==> config.mk <==
export PLATFORM = sky130hd
export DESIGN_NAME = mem_stage
export DESIGN_NICKNAME = d
export VERILOG_FILES = /design/src/rtl/common_pkg.sv /design/src/rtl/pipes_pkg.sv /design/src/rtl/mem_align.sv /design/src/rtl/mem_stage.sv
export SDC_FILE = /design/constraint.sdc
export NUM_CORES = 1
export LEC_CHECK = 0
export BUFFER_PORTS_ARGS = -buffer_cell sky130_fd_sc_hd__buf_2
export CAP_MARGIN = 10
export CELL_PAD_IN_SITES_DETAIL_PLACEMENT = 1
export CELL_PAD_IN_SITES_GLOBAL_PLACEMENT = 1
export CORE_UTILIZATION = 40
export DETAILED_ROUTE_END_ITERATION = 8
export PLACE_DENSITY_LB_ADDON = 0.12
export SYNTH_ARGS = -nofsm -noshare
export SYNTH_HDL_FRONTEND = slang
export SYNTH_SLANG_ARGS = --single-unit
==> constraint.sdc <==
create_clock -name clk -period 5.27 [get_ports clk]
set_input_delay 0.7905 -clock clk [delete_from_list [all_inputs] [get_ports clk]]
set_output_delay 0.7905 -clock clk [all_outputs]
set_load 0.02 [all_outputs]
==> src/rtl/common_pkg.sv <==
// Shared data-bus types, access-size encodings and the MEM stage state set.
// Pure type/constant package: no latency.
// No flow control of its own; the types carry valid/ok handshakes.
package common;

    // Access size encodings (log2 of the byte count).
    localparam logic [1:0] SZ_BYTE  = 2'd0;
    localparam logic [1:0] SZ_HALF  = 2'd1;
    localparam logic [1:0] SZ_WORD  = 2'd2;
    localparam logic [1:0] SZ_DWORD = 2'd3;

    typedef enum logic [1:0] {
        IDLE = 2'd0,
        WAIT = 2'd1,
        DONE = 2'd2
    } mem_state_t;

    typedef struct packed {
        logic        valid;
        logic [63:0] addr;
        logic [2:0]  size;
        logic [7:0]  strobe;
        logic [63:0] data;
    } dbus_req_t;

    typedef struct packed {
        logic        addr_ok;
        logic        data_ok;
        logic [63:0] data;
    } dbus_resp_t;

    // True when the low address bits are not a multiple of the access size.
    function automatic logic misaligned(input logic [2:0] off, input logic [1:0] sz);
        logic m;
        case (sz)
            SZ_BYTE: m = 1'b0;
            SZ_HALF: m = off[0];
            SZ_WORD: m = |off[1:0];
            default: m = |off;
        endcase
        return m;
    endfunction

endpackage

==> src/rtl/pipes_pkg.sv <==
// Pipeline register payloads on either side of the MEM stage.
// Pure type package: no latency.
// Flow control is carried by the valid bit and the stage stall signals.
package pipes;

    typedef struct packed {
        logic        valid;
        logic        is_load;
        logic        is_store;
        logic [1:0]  size;
        logic        sign_ext;
        logic [63:0] addr;
        logic [63:0] wdata;
        logic [63:0] pc;
        logic [4:0]  rd;
    } execute_data_t;

    typedef struct packed {
        logic        valid;
        logic [63:0] rdata;
        logic        exc_misalign;
        logic [63:0] pc;
        logic [4:0]  rd;
    } memory_data_t;

endpackage

==> src/rtl/mem_align.sv <==
// Byte-lane steering: store strobe/data placement and load extract/extend.
// Latency: purely combinational.
// No backpressure; outputs follow inputs.
module mem_align (
    input  logic [2:0]  addr_lo,
    input  logic [1:0]  size,
    input  logic        sign_ext,
    input  logic [63:0] wdata,
    input  logic [63:0] rdata_raw,
    output logic [7:0]  strobe,
    output logic [63:0] wdata_sh,
    output logic [63:0] rdata
);

    logic [7:0]  size_mask;
    logic [63:0] rd_sh;

    // Place store bytes on their lanes and pull load bytes down to bit 0.
    always_comb begin
        case (size)
            2'd0:    size_mask = 8'h01;
            2'd1:    size_mask = 8'h03;
            2'd2:    size_mask = 8'h0F;
            default: size_mask = 8'hFF;
        endcase
        strobe   = size_mask << addr_lo;
        wdata_sh = wdata << {addr_lo, 3'b000};
        rd_sh    = rdata_raw >> {addr_lo, 3'b000};
        case (size)
            2'd0:    rdata = sign_ext ? {{56{rd_sh[7]}},  rd_sh[7:0]}  : {56'd0, rd_sh[7:0]};
            2'd1:    rdata = sign_ext ? {{48{rd_sh[15]}}, rd_sh[15:0]} : {48'd0, rd_sh[15:0]};
            2'd2:    rdata = sign_ext ? {{32{rd_sh[31]}}, rd_sh[31:0]} : {32'd0, rd_sh[31:0]};
            default: rdata = rd_sh;
        endcase
    end

endmodule

==> src/rtl/mem_stage.sv <==
// MEM pipeline stage: issues loads/stores on the data bus, returns aligned results.
// Latency: 0 cycles for non-memory ops; memory ops complete in the data_ok cycle.
// Backpressure: stall_o holds EX/MEM while a bus access or an unaccepted result is pending.
// Optional feature macro MEM_MISALIGN_EXC_EN: misaligned accesses raise exc_misalign instead of issuing.
module mem_stage
    import common::*, pipes::*;
(
    input  logic          clk,
    input  logic          rst,
    input  execute_data_t dataE_nxt,
    input  logic          flush,
    input  logic          stall_i,
    output dbus_req_t     dreq,
    input  dbus_resp_t    dresp,
    output memory_data_t  dataM,
    output logic          stall_o
);

    mem_state_t    state_q, state_d;
    logic          kill_q, kill_d;
    memory_data_t  res_q, res_d;
    execute_data_t ex_q, ex_d;

    execute_data_t cur;
    memory_data_t  res;
    logic          is_mem;
    logic          misalign;
    logic          req_vld;
    logic [7:0]    al_strobe;
    logic [63:0]   al_wdata;
    logic [63:0]   al_rdata;

    // Sequencing uses data_ok only; the address handshake is not needed.
    logic unused_addr_ok;
    assign unused_addr_ok = dresp.addr_ok;

    mem_align u_align (
        .addr_lo   (cur.addr[2:0]),
        .size      (cur.size),
        .sign_ext  (cur.sign_ext),
        .wdata     (cur.wdata),
        .rdata_raw (dresp.data),
        .strobe    (al_strobe),
        .wdata_sh  (al_wdata),
        .rdata     (al_rdata)
    );

    // While waiting, drive the bus from the captured copy so fields cannot drift.
    always_comb begin
        cur    = (state_q == WAIT) ? ex_q : dataE_nxt;
        is_mem = cur.valid & (cur.is_load | cur.is_store);
`ifdef MEM_MISALIGN_EXC_EN
        misalign = is_mem & misaligned(cur.addr[2:0], cur.size);
`else
        misalign = 1'b0;
`endif
        res              = '0;
        res.valid        = 1'b1;
        res.rdata        = cur.is_load ? al_rdata : 64'd0;
        res.exc_misalign = 1'b0;
        res.pc           = cur.pc;
        res.rd           = cur.rd;
    end

    // Stage FSM: next state, bus request, result and stall generation.
    always_comb begin
        state_d = state_q;
        kill_d  = kill_q;
        res_d   = res_q;
        ex_d    = ex_q;
        req_vld = 1'b0;
        dataM   = '0;
        stall_o = 1'b0;
        dreq    = '0;

        case (state_q)
            IDLE: begin
                if (!flush && dataE_nxt.valid) begin
                    if (!is_mem) begin
                        dataM = res;
                    end else if (misalign) begin
                        dataM              = res;
                        dataM.rdata        = 64'd0;
                        dataM.exc_misalign = 1'b1;
                    end else begin
                        req_vld = 1'b1;
                        stall_o = 1'b1;
                        ex_d    = dataE_nxt;
                        if (dresp.data_ok) begin
                            if (stall_i) begin
                                res_d   = res;
                                state_d = DONE;
                            end else begin
                                dataM   = res;
                                stall_o = 1'b0;
                            end
                        end else begin
                            state_d = WAIT;
                        end
                    end
                end
            end
            WAIT: begin
                req_vld = 1'b1;
                stall_o = 1'b1;
                kill_d  = kill_q | flush;
                if (dresp.data_ok) begin
                    kill_d  = 1'b0;
                    stall_o = 1'b0;
                    state_d = IDLE;
                    if (!(kill_q | flush)) begin
                        if (stall_i) begin
                            res_d   = res;
                            stall_o = 1'b1;
                            state_d = DONE;
                        end else begin
                            dataM = res;
                        end
                    end
                end
            end
            DONE: begin
                dataM   = res_q;
                stall_o = 1'b1;
                if (flush) begin
                    dataM   = '0;
                    stall_o = 1'b0;
                    state_d = IDLE;
                end else if (!stall_i) begin
                    stall_o = 1'b0;
                    state_d = IDLE;
                end
            end
            default: begin
                state_d = IDLE;
            end
        endcase

        if (req_vld) begin
            dreq.valid  = 1'b1;
            dreq.addr   = cur.addr;
            dreq.size   = {1'b0, cur.size};
            dreq.strobe = cur.is_store ? al_strobe : 8'h00;
            dreq.data   = cur.is_store ? al_wdata : 64'd0;
        end

        if (rst) begin
            dreq    = '0;
            dataM   = '0;
            stall_o = 1'b0;
        end
    end

    // State registers with synchronous reset; reset abandons any bus access.
    always_ff @(posedge clk) begin
        if (rst) begin
            state_q <= IDLE;
            kill_q  <= 1'b0;
            res_q   <= '0;
            ex_q    <= '0;
        end else begin
            state_q <= state_d;
            kill_q  <= kill_d;
            res_q   <= res_d;
            ex_q    <= ex_d;
        end
    end

endmodule

# Word level (Yosys, flattened, before mapping)

Index checks and enable logic that the tools add are counted.
W data, S select, Z words.

Output and inout port bits: 276
Input port bits: 273
Word-level logic and storage cells: 91
Flip-flop bits (word level): 341

Bitwise operators: 3
Shift operators: 3
Equal/unequal tests: 11
Reduce and logical (&&, ||, !) cells: 8
Muxes and demuxes: 50

Operator list:

| operator             | count |
|---|---|
| $mux W135            | 14 |
| $pmux W135 S3        | 1 |
| $mux W64             | 5 |
| $mux W140            | 2 |
| $pmux W135 S2        | 1 |
| $mux W203            | 1 |
| $pmux W64 S3         | 1 |
| $shl A64 B6 Y64      | 1 |
| $shr A64 B6 Y64      | 1 |
| $pmux W8 S3          | 1 |
| $mux W2              | 9 |
| $mux W1              | 11 |
| $ne A2 B2 Y1 const B | 5 |
| $mux W8              | 1 |
| $shl A8 B3 Y8        | 1 |
| $ne A3 B3 Y1 const B | 2 |
| $pmux W2 S3          | 1 |
| $reduce_and A6 Y1    | 1 |
| $reduce_and A5 Y1    | 1 |
| $eq A2 B1 Y1 const B | 2 |
| $eq A2 B2 Y1 const B | 2 |
| $logic_not A2 Y1     | 2 |
| $pmux W1 S3          | 1 |
| $reduce_and A3 Y1    | 1 |
| 6 further kinds      | 7 |

# Logic depth before layout (Yosys ltp)

Gate-level depths: netlist of run 1.

Word-level depth: 12
Depth in mapped cells: 11
Gate-level depth less buffers: 7

# Cells and area by module

A second synthesis of run 1 with hierarchy kept.

Cell total of the unflattened synthesis: 2882
Area, all modules: 21126.5 um^2

By module, submodules not included:

| module    | times used | cells each | seq. area each (um^2) | area an instance (um^2) |
|---|---|---|---|---|
| mem_stage | 1          | 2291       | 6786.5                | 16589.7 |
| mem_align | 1          | 591        | 0.0                   | 4536.9 |

# Least setup slack after synthesis of run 1

OpenSTA, ideal clock, no wires.

Path type: in2out
Start point: input port dataE_nxt[133] (netlist name)
End point: output port dreq[55] (netlist name)
Data arrival time: 2.907 ns
Required time: 4.479 ns
Buffers on the path: 3
Stages: 7
Slack: 1.572 ns
Cells stage by stage: clkbuf_1 > clkbuf_1 > buf_1 > a211oi_1 > a211oi_1 > a211oi_1 > a211oi_1

RTL lines:

| element            | RTL line        | RTL |
|---|---|---|
| start: declaration | mem_stage.sv:10 | `input execute_data_t dataE_nxt,` |
| end: declaration   | mem_stage.sv:13 | `output dbus_req_t dreq,` |

==> results of run 1 <==
[area by class of cell]
type / count / area (µm²)
multi-input cells: 2382 / 12600
flip-flops and latches: 339 / 6790
clock inverters: 7 / 42.5
well taps: 672 / 841
diodes: 29 / 72.6
repair buffers: 591 / 3180
fillers: 6663 / 25500
clock buffers: 64 / 1220
inverters: 2 / 7.51
[power breakdown]
part	switching, mW	internal, mW	total [mW]
Clock	1.17	1.59	2.76
Combinational	0.850	0.399	1.25
Sequential	0.0577	2.65	2.71
[path summary, 6_finish.rpt]
check / endpoint / cells after the start / startpoint / slack (ns)
setup reg to reg: res_q[95]$_SDFFE_PP0P_ / 9 / state_q[1]$_SDFFE_PP0P_ / 1.61
hold / removal: ex_q[144]$_SDFFE_PP0P_ / 2 / ex_q[144]$_SDFFE_PP0P_ / 0.45
setup / recovery: dreq[58] / 9 / state_q[1]$_SDFFE_PP0P_ / 0.12
hold reg to reg: ex_q[144]$_SDFFE_PP0P_ / 2 / ex_q[144]$_SDFFE_PP0P_ / 0.45
[metrics by stage]
step           instances  setup slack (ns)  utilization [%]
6_report            4086             0.125             49.3
5_1_grt             4082         -0.000462             49.3
4_1_cts             4057            0.0620             49.1
3_5_place_dp        3986             0.667             46.6
3_3_place_gp        3986             0.778             46.6
2_1_floorplan       3006              1.57                -
[layout by cell type, fill, tap and decap left out, types with 4 or more instances in the layout]
cell / instances
nor3_1: 4
mux2_2: 35
a31oi_1: 7
buf_4: 39
a311oi_1: 8
a32oi_1: 58
a211oi_1: 58
nor2b_1: 18
a222oi_1: 69
a22oi_1: 26
and3_1: 15
mux2i_1: 126
clkbuf_16: 41
o211ai_1: 22
a21oi_1: 405
o22a_1: 18
clkbuf_8: 11
diode_2: 29
o31ai_1: 16
clkbuf_1: 12
o21ai_0: 73
o221ai_1: 9
a221o_1: 14
nand2_1: 1069
nor2_1: 222
a2bb2oi_1: 7
o21ai_1: 46
a211o_1: 8
dfxtp_1: 338
clkinv_2: 5
buf_12: 6
buf_2: 544
[logic make-up after synthesis]
group	Yosys count
AO/OA/AOI/OAI	862
buffers and inverters	285
flip-flops	339
multiplexers	167
other	1
AND/OR/NAND/NOR	1351
[flip-flops by register name, summed over array words and instances (netlist names)]
signal   cells
ex_q       202
state_q      2
res_q      134
kill_q       1
[metal layers]
layer / up-vias / routed length (µm) / GRT usage [%]
met1: 11900 / 38000 / 42.2
met5: - / 168 / 0
met2: 946 / 42400 / 53.8
met3: 216 / 6690 / 7.41
li1: 11200 / - / -
met4: 24 / 4040 / 15.8
[worst max-delay path, delay by kind of cell, from the launching register on]
kind,cells,cell delay (ns)
AOI/OAI and AO/OA,3,1.08
and+or+nand+nor,3,0.63
buffers and inverters,3,1.14
DFF,1,0.54
==> results_dict.tcl, run 1 <==
set metrics [dict create \
    synth_edf_count 0 \
    grt_pass1_wl_mm 139 \
    drtAntennaViolNets 0 \
    ys_warn_count 0 \
    placementRows 82 \
    drv_cap 0 \
    endpoint_kind "output pin" \
    post-route-min-period_ns 5.15 \
    worst_pin_slew_ns 1.16 \
    critPathMaxStageDelay_ns 0.61 \
    yosys-top-cells-count "nand2_1, a21oi_1, dfxtp_1, clkbuf_1, nor2_1" \
    final.setup.tns_ns 0 \
    die_w_um 228 \
    maxSlewViolCount 0 \
    hold_ws_ns 0.455 \
    io_buffers 545 \
    overflow 0 \
    arrival_ns 4.35 \
    syn_to_final_growth_pct 21.0 \
    synth-xor-area-share_pct 0 \
    layout.nets 3630 \
    detailedRoute.firstPassIterationCount 8 \
    hpwlAfterDp_mm 60.7 \
    ctsLongestPathBuffers 3 \
    place_congestion 0.956 \
    hold_buffers 0 \
    grtUsageTotal_pct 33.4 \
    grt_pass1_vias 23700 \
    synthAdderAreaFrac_pct 0 \
    synth_compound_area_share_pct 26.9 \
    cts.sinks 339 \
    crit_chain "nand2b_4, buf_4, buf_16, nor2_1, a21oi_1, nor2_1, a311oi_1, a211oi_1, buf_2" \
    wl_mm 91.3 \
    start_util_pct 40.7 \
    cts.clk_slew.worst_paths_ns 0.06 \
    avgViaCountPerCell 5.95 \
    yosysUniqueCellTypes 59 \
    core_mm2 0.0503 \
    final_cell_area_mm2 0.0248 \
    root_buffer "clkbuf_16" \
    power_leakage_nw 10.4 \
    antenna_found_initial 42 \
    outcome "completed" \
    synthArstFlopShare_pct 0 \
    peakVddDrop_mv 0.203 \
    relSlewSlack_pct 22.9 \
    cts_tree "built" \
    drive_gt1_share_pct 21.1 \
    postSynthAreaPerCell_um2 6.81 \
    cp_common_cell "nor2_1" \
    vias 24300 \
    power_mw 6.72 \
    dieArea_mm2 0.0521 \
    path_max_fanout 181 \
    critical_path_class "register to output pin" \
    hold_viol_final 0 \
    ys.flop_type "dfxtp_1" \
    post-cts-setup-buffers 0 \
    ys_seq_area_share_pct 33.1 \
    synth_top_cell_area_share_pct 33.1 \
    hp-class "register to register" \
    slowest_stage "a311oi_1" \
    fmax_mhz 194 \
    finalSetupViolations 0 \
    wl_per_cell_um 22.3 \
    critPathLaunchType "register" \
    io_pins 549 \
    yosys.area_share.simple_pct 25.7 \
    cts_resized 0 \
    remaining_drc_errors 0 \
    required_ns 4.48 \
    h-tree-depth 2 \
    synthCells 3005 \
    p_per_area_mw_per_mm2 271 \
    dpl-instance-area_mm2 0.0234 \
    insertion_delay_ns 0.58 \
    period_share_pct 97.6 \
    synth_area_leaders "dfxtp_1, nand2_1, a21oi_1" \
    fp.dieH_um 228 \
    drt_iter0_drc 2066 \
    syn_area_mm2 0.0205 \
    yosysTopAreaCell "dfxtp_1" \
    grt_max_degree 203 \
    synth_top_family_by_area "compound AO/OA/AOI/OAI gates" \
    synth_most_common_cell "nand2_1" \
    ys_seq_elements 339 \
    synthMuxAreaShare_pct 8.57 \
    fin_skew_ns 0.0181 \
    numCtsBuffers 41 \
]
Power figures use the tool's default switching activity.
==> run 2: changes to the inputs <==
--- a/config.mk
+++ b/config.mk
@@ -9,9 +9,11 @@
 export CAP_MARGIN = 10
 export CELL_PAD_IN_SITES_DETAIL_PLACEMENT = 1
 export CELL_PAD_IN_SITES_GLOBAL_PLACEMENT = 1
+export CORE_ASPECT_RATIO = 0.5
+export CORE_MARGIN = 2
 export CORE_UTILIZATION = 40
 export DETAILED_ROUTE_END_ITERATION = 8
-export PLACE_DENSITY_LB_ADDON = 0.12
+export PLACE_DENSITY = 0.85
 export SYNTH_ARGS = -nofsm -noshare
 export SYNTH_HDL_FRONTEND = slang
 export SYNTH_SLANG_ARGS = --single-unit
==> run 2 against run 1 <==
Net effect:
- first-iteration DRC count rose by 6.9%
- cell count increased by 0.32%
- critical path type unchanged
- sequential power hardly changed
- worst hold slack better by 0.0020 ns
- die area grew 2.0%
- setup slack improved by 0.11 ns
- non-clock buffer count rose by 1
- register-to-register slack got worse by 0.11 ns
- fmax is 2.1% higher
- sequential share of layout area increased by 0.10 points
- power is 1.9% lower
- largest cell class unchanged
- highest routed layer is now met4
- clock skew up 0.0046 ns
==> results_dict.tcl, run 2 (same netlist as run 1, synthesis figures left out) <==
set metrics [dict create \
    required_ns 4.48 \
    cts_resized 0 \
    core_mm2 0.0504 \
    ctsLongestPathBuffers 3 \
    crit_chain "nand2b_4, mux2i_4, nor2_1, a22oi_1, and3_1, and2_0, a211o_1, buf_2" \
    grt_pass1_wl_mm 135 \
    insertion_delay_ns 0.55 \
    grt_pass1_vias 24000 \
    vias 24500 \
    regToRegSetupSlack_ns 1.50 \
    p_per_area_mw_per_mm2 267 \
    place_congestion 0.947 \
    avgViaCountPerCell 5.98 \
    cts_tree "built" \
    arrival_ns 4.25 \
    reg_top3 "ex_q x202, res_q x134, state_q x2" \
    worst_pin_slew_ns 1.11 \
    finalSetupViolations 0 \
    final.setup.tns_ns 0 \
    die_w_um 324 \
    fin_skew_ns 0.0227 \
    io_pins 549 \
    crit_buf_inv 1 \
    drtAntennaViolNets 0 \
    path_delay_family "simple AND/OR/NAND/NOR gates" \
    hold_buffers 0 \
    syn_to_final_growth_pct 20.6 \
    outcome "completed" \
    root_buffer "clkbuf_16" \
    wl_per_cell_um 22.0 \
    numCtsBuffers 36 \
    relSlewSlack_pct 26.0 \
    rsz0062_at_grt "no" \
    drive_gt1_share_pct 20.9 \
    critPathLaunchType "register" \
    peakVddDrop_mv 0.167 \
    overflow 0 \
    detailedRoute.firstPassIterationCount 8 \
    drv_cap 0 \
    hpwlAfterDp_mm 59.7 \
    layout_setup_ws_ns 0.232 \
    io_buffers 545 \
    fp.dieH_um 164 \
    grtUsageTotal_pct 32.0 \
    wl_mm 90.2 \
    critPathMaxStageDelay_ns 0.71 \
    top_register "ex_q" \
    hold_viol_final 0 \
    placementRows 58 \
    cts.sinks 339 \
    path_max_fanout 17 \
    slowest_stage "mux2i_4" \
    antenna_found_initial 30 \
    remaining_drc_errors 0 \
    fillers 6683 \
    critical_path_class "register to output pin" \
    fmax_mhz 198 \
    post-route-min-period_ns 5.04 \
    dieArea_mm2 0.0531 \
    hp-class "register to register" \
    largest_reg_flops 202 \
    final_common_cell "nand2_1" \
    power_leakage_nw 10.3 \
    cts.clk_slew.worst_paths_ns 0.06 \
    grt_max_degree 203 \
    post-cts-setup-buffers 0 \
    maxSlewViolCount 0 \
    h-tree-depth 2 \
    endpoint_kind "output pin" \
    period_share_pct 95.6 \
    dp_slack_ns 0.964 \
    layout.nets 3626 \
    start_util_pct 40.7 \
    drt_iter0_drc 2208 \
    layout_common_cells "nand2_1, buf_2, a21oi_1" \
]
-- run 2: cell types whose count changed in the layout (fill, tap and decap cells not counted), moves of 2 or more --
cell,previous run,this run
o21ai_2,0,2
clkinv_2,5,3
clkbuf_8,11,7
bufinv_16,0,2
clkbuf_16,41,37
clkbuf_1,12,14
-- run 2: final timing paths --
| check | depth (start not counted) | from | end |
|---|---|---|---|
| worst max-delay path | 8 | state_q[1]$_SDFFE_PP0P_ | dataM[83] |
| worst max register to register | 7 | state_q[1]$_SDFFE_PP0P_ | res_q[92]$_SDFFE_PP0P_ |
| worst min register to register | 2 | ex_q[172]$_SDFFE_PP0P_ | ex_q[172]$_SDFFE_PP0P_ |
| worst min-delay path | 2 | ex_q[172]$_SDFFE_PP0P_ | ex_q[172]$_SDFFE_PP0P_ |
-- run 2: worst min-delay path, delay by kind of cell, from the launching register on --
kind               cells  cell delay (ns)
and+or+nand+nor        1             0.05
AOI/OAI and AO/OA      1             0.05
DFF                    1             0.31
-- run 2: area by class of cell --
cell class                 instances  area [µm²]  area share (%)
tap                              690         863            3.50
timing repair buffer             592        3180            12.9
sequential                       339        6790            27.5
clock inverter                     7        92.6           0.375
antenna                           30        75.1           0.304
clock buffer                      57        1060            4.30
multi-input combinational       2382       12600            51.1
inverter                           2        7.51          0.0304
-- run 2: power breakdown --
| group | internal (mW) | leakage [nW] | total, mW | switching, mW |
|---|---|---|---|---|
| registers | 2.65 | 2.75 | 2.71 | 0.0595 |
| clock network | 1.49 | 0.565 | 2.63 | 1.15 |
| logic | 0.400 | 7.01 | 1.25 | 0.847 |
-- run 2: metrics by stage --
stage	instances	util [%]	power, mW	hold slack (ns)	cell area (µm²)
floorplan	3006	-	3.51	0.425	20500
CTS	4069	48.9	6.61	0.458	24600
global placement	4005	46.6	3.94	0.434	23500
finish	4099	49.0	6.59	0.457	24700
global route	4099	49.0	6.85	0.472	24700
detailed placement	4005	46.6	3.98	0.446	23500
-- run 2: metal layers --
| layer | wire, µm | global-route usage (%) |
|---|---|---|
| met1 | 34800 | 37.8 |
| met2 | 44400 | 54.4 |
| met3 | 5100 | 4.78 |
| met4 | 5910 | 21.7 |
| met5 | 0 | 0 |
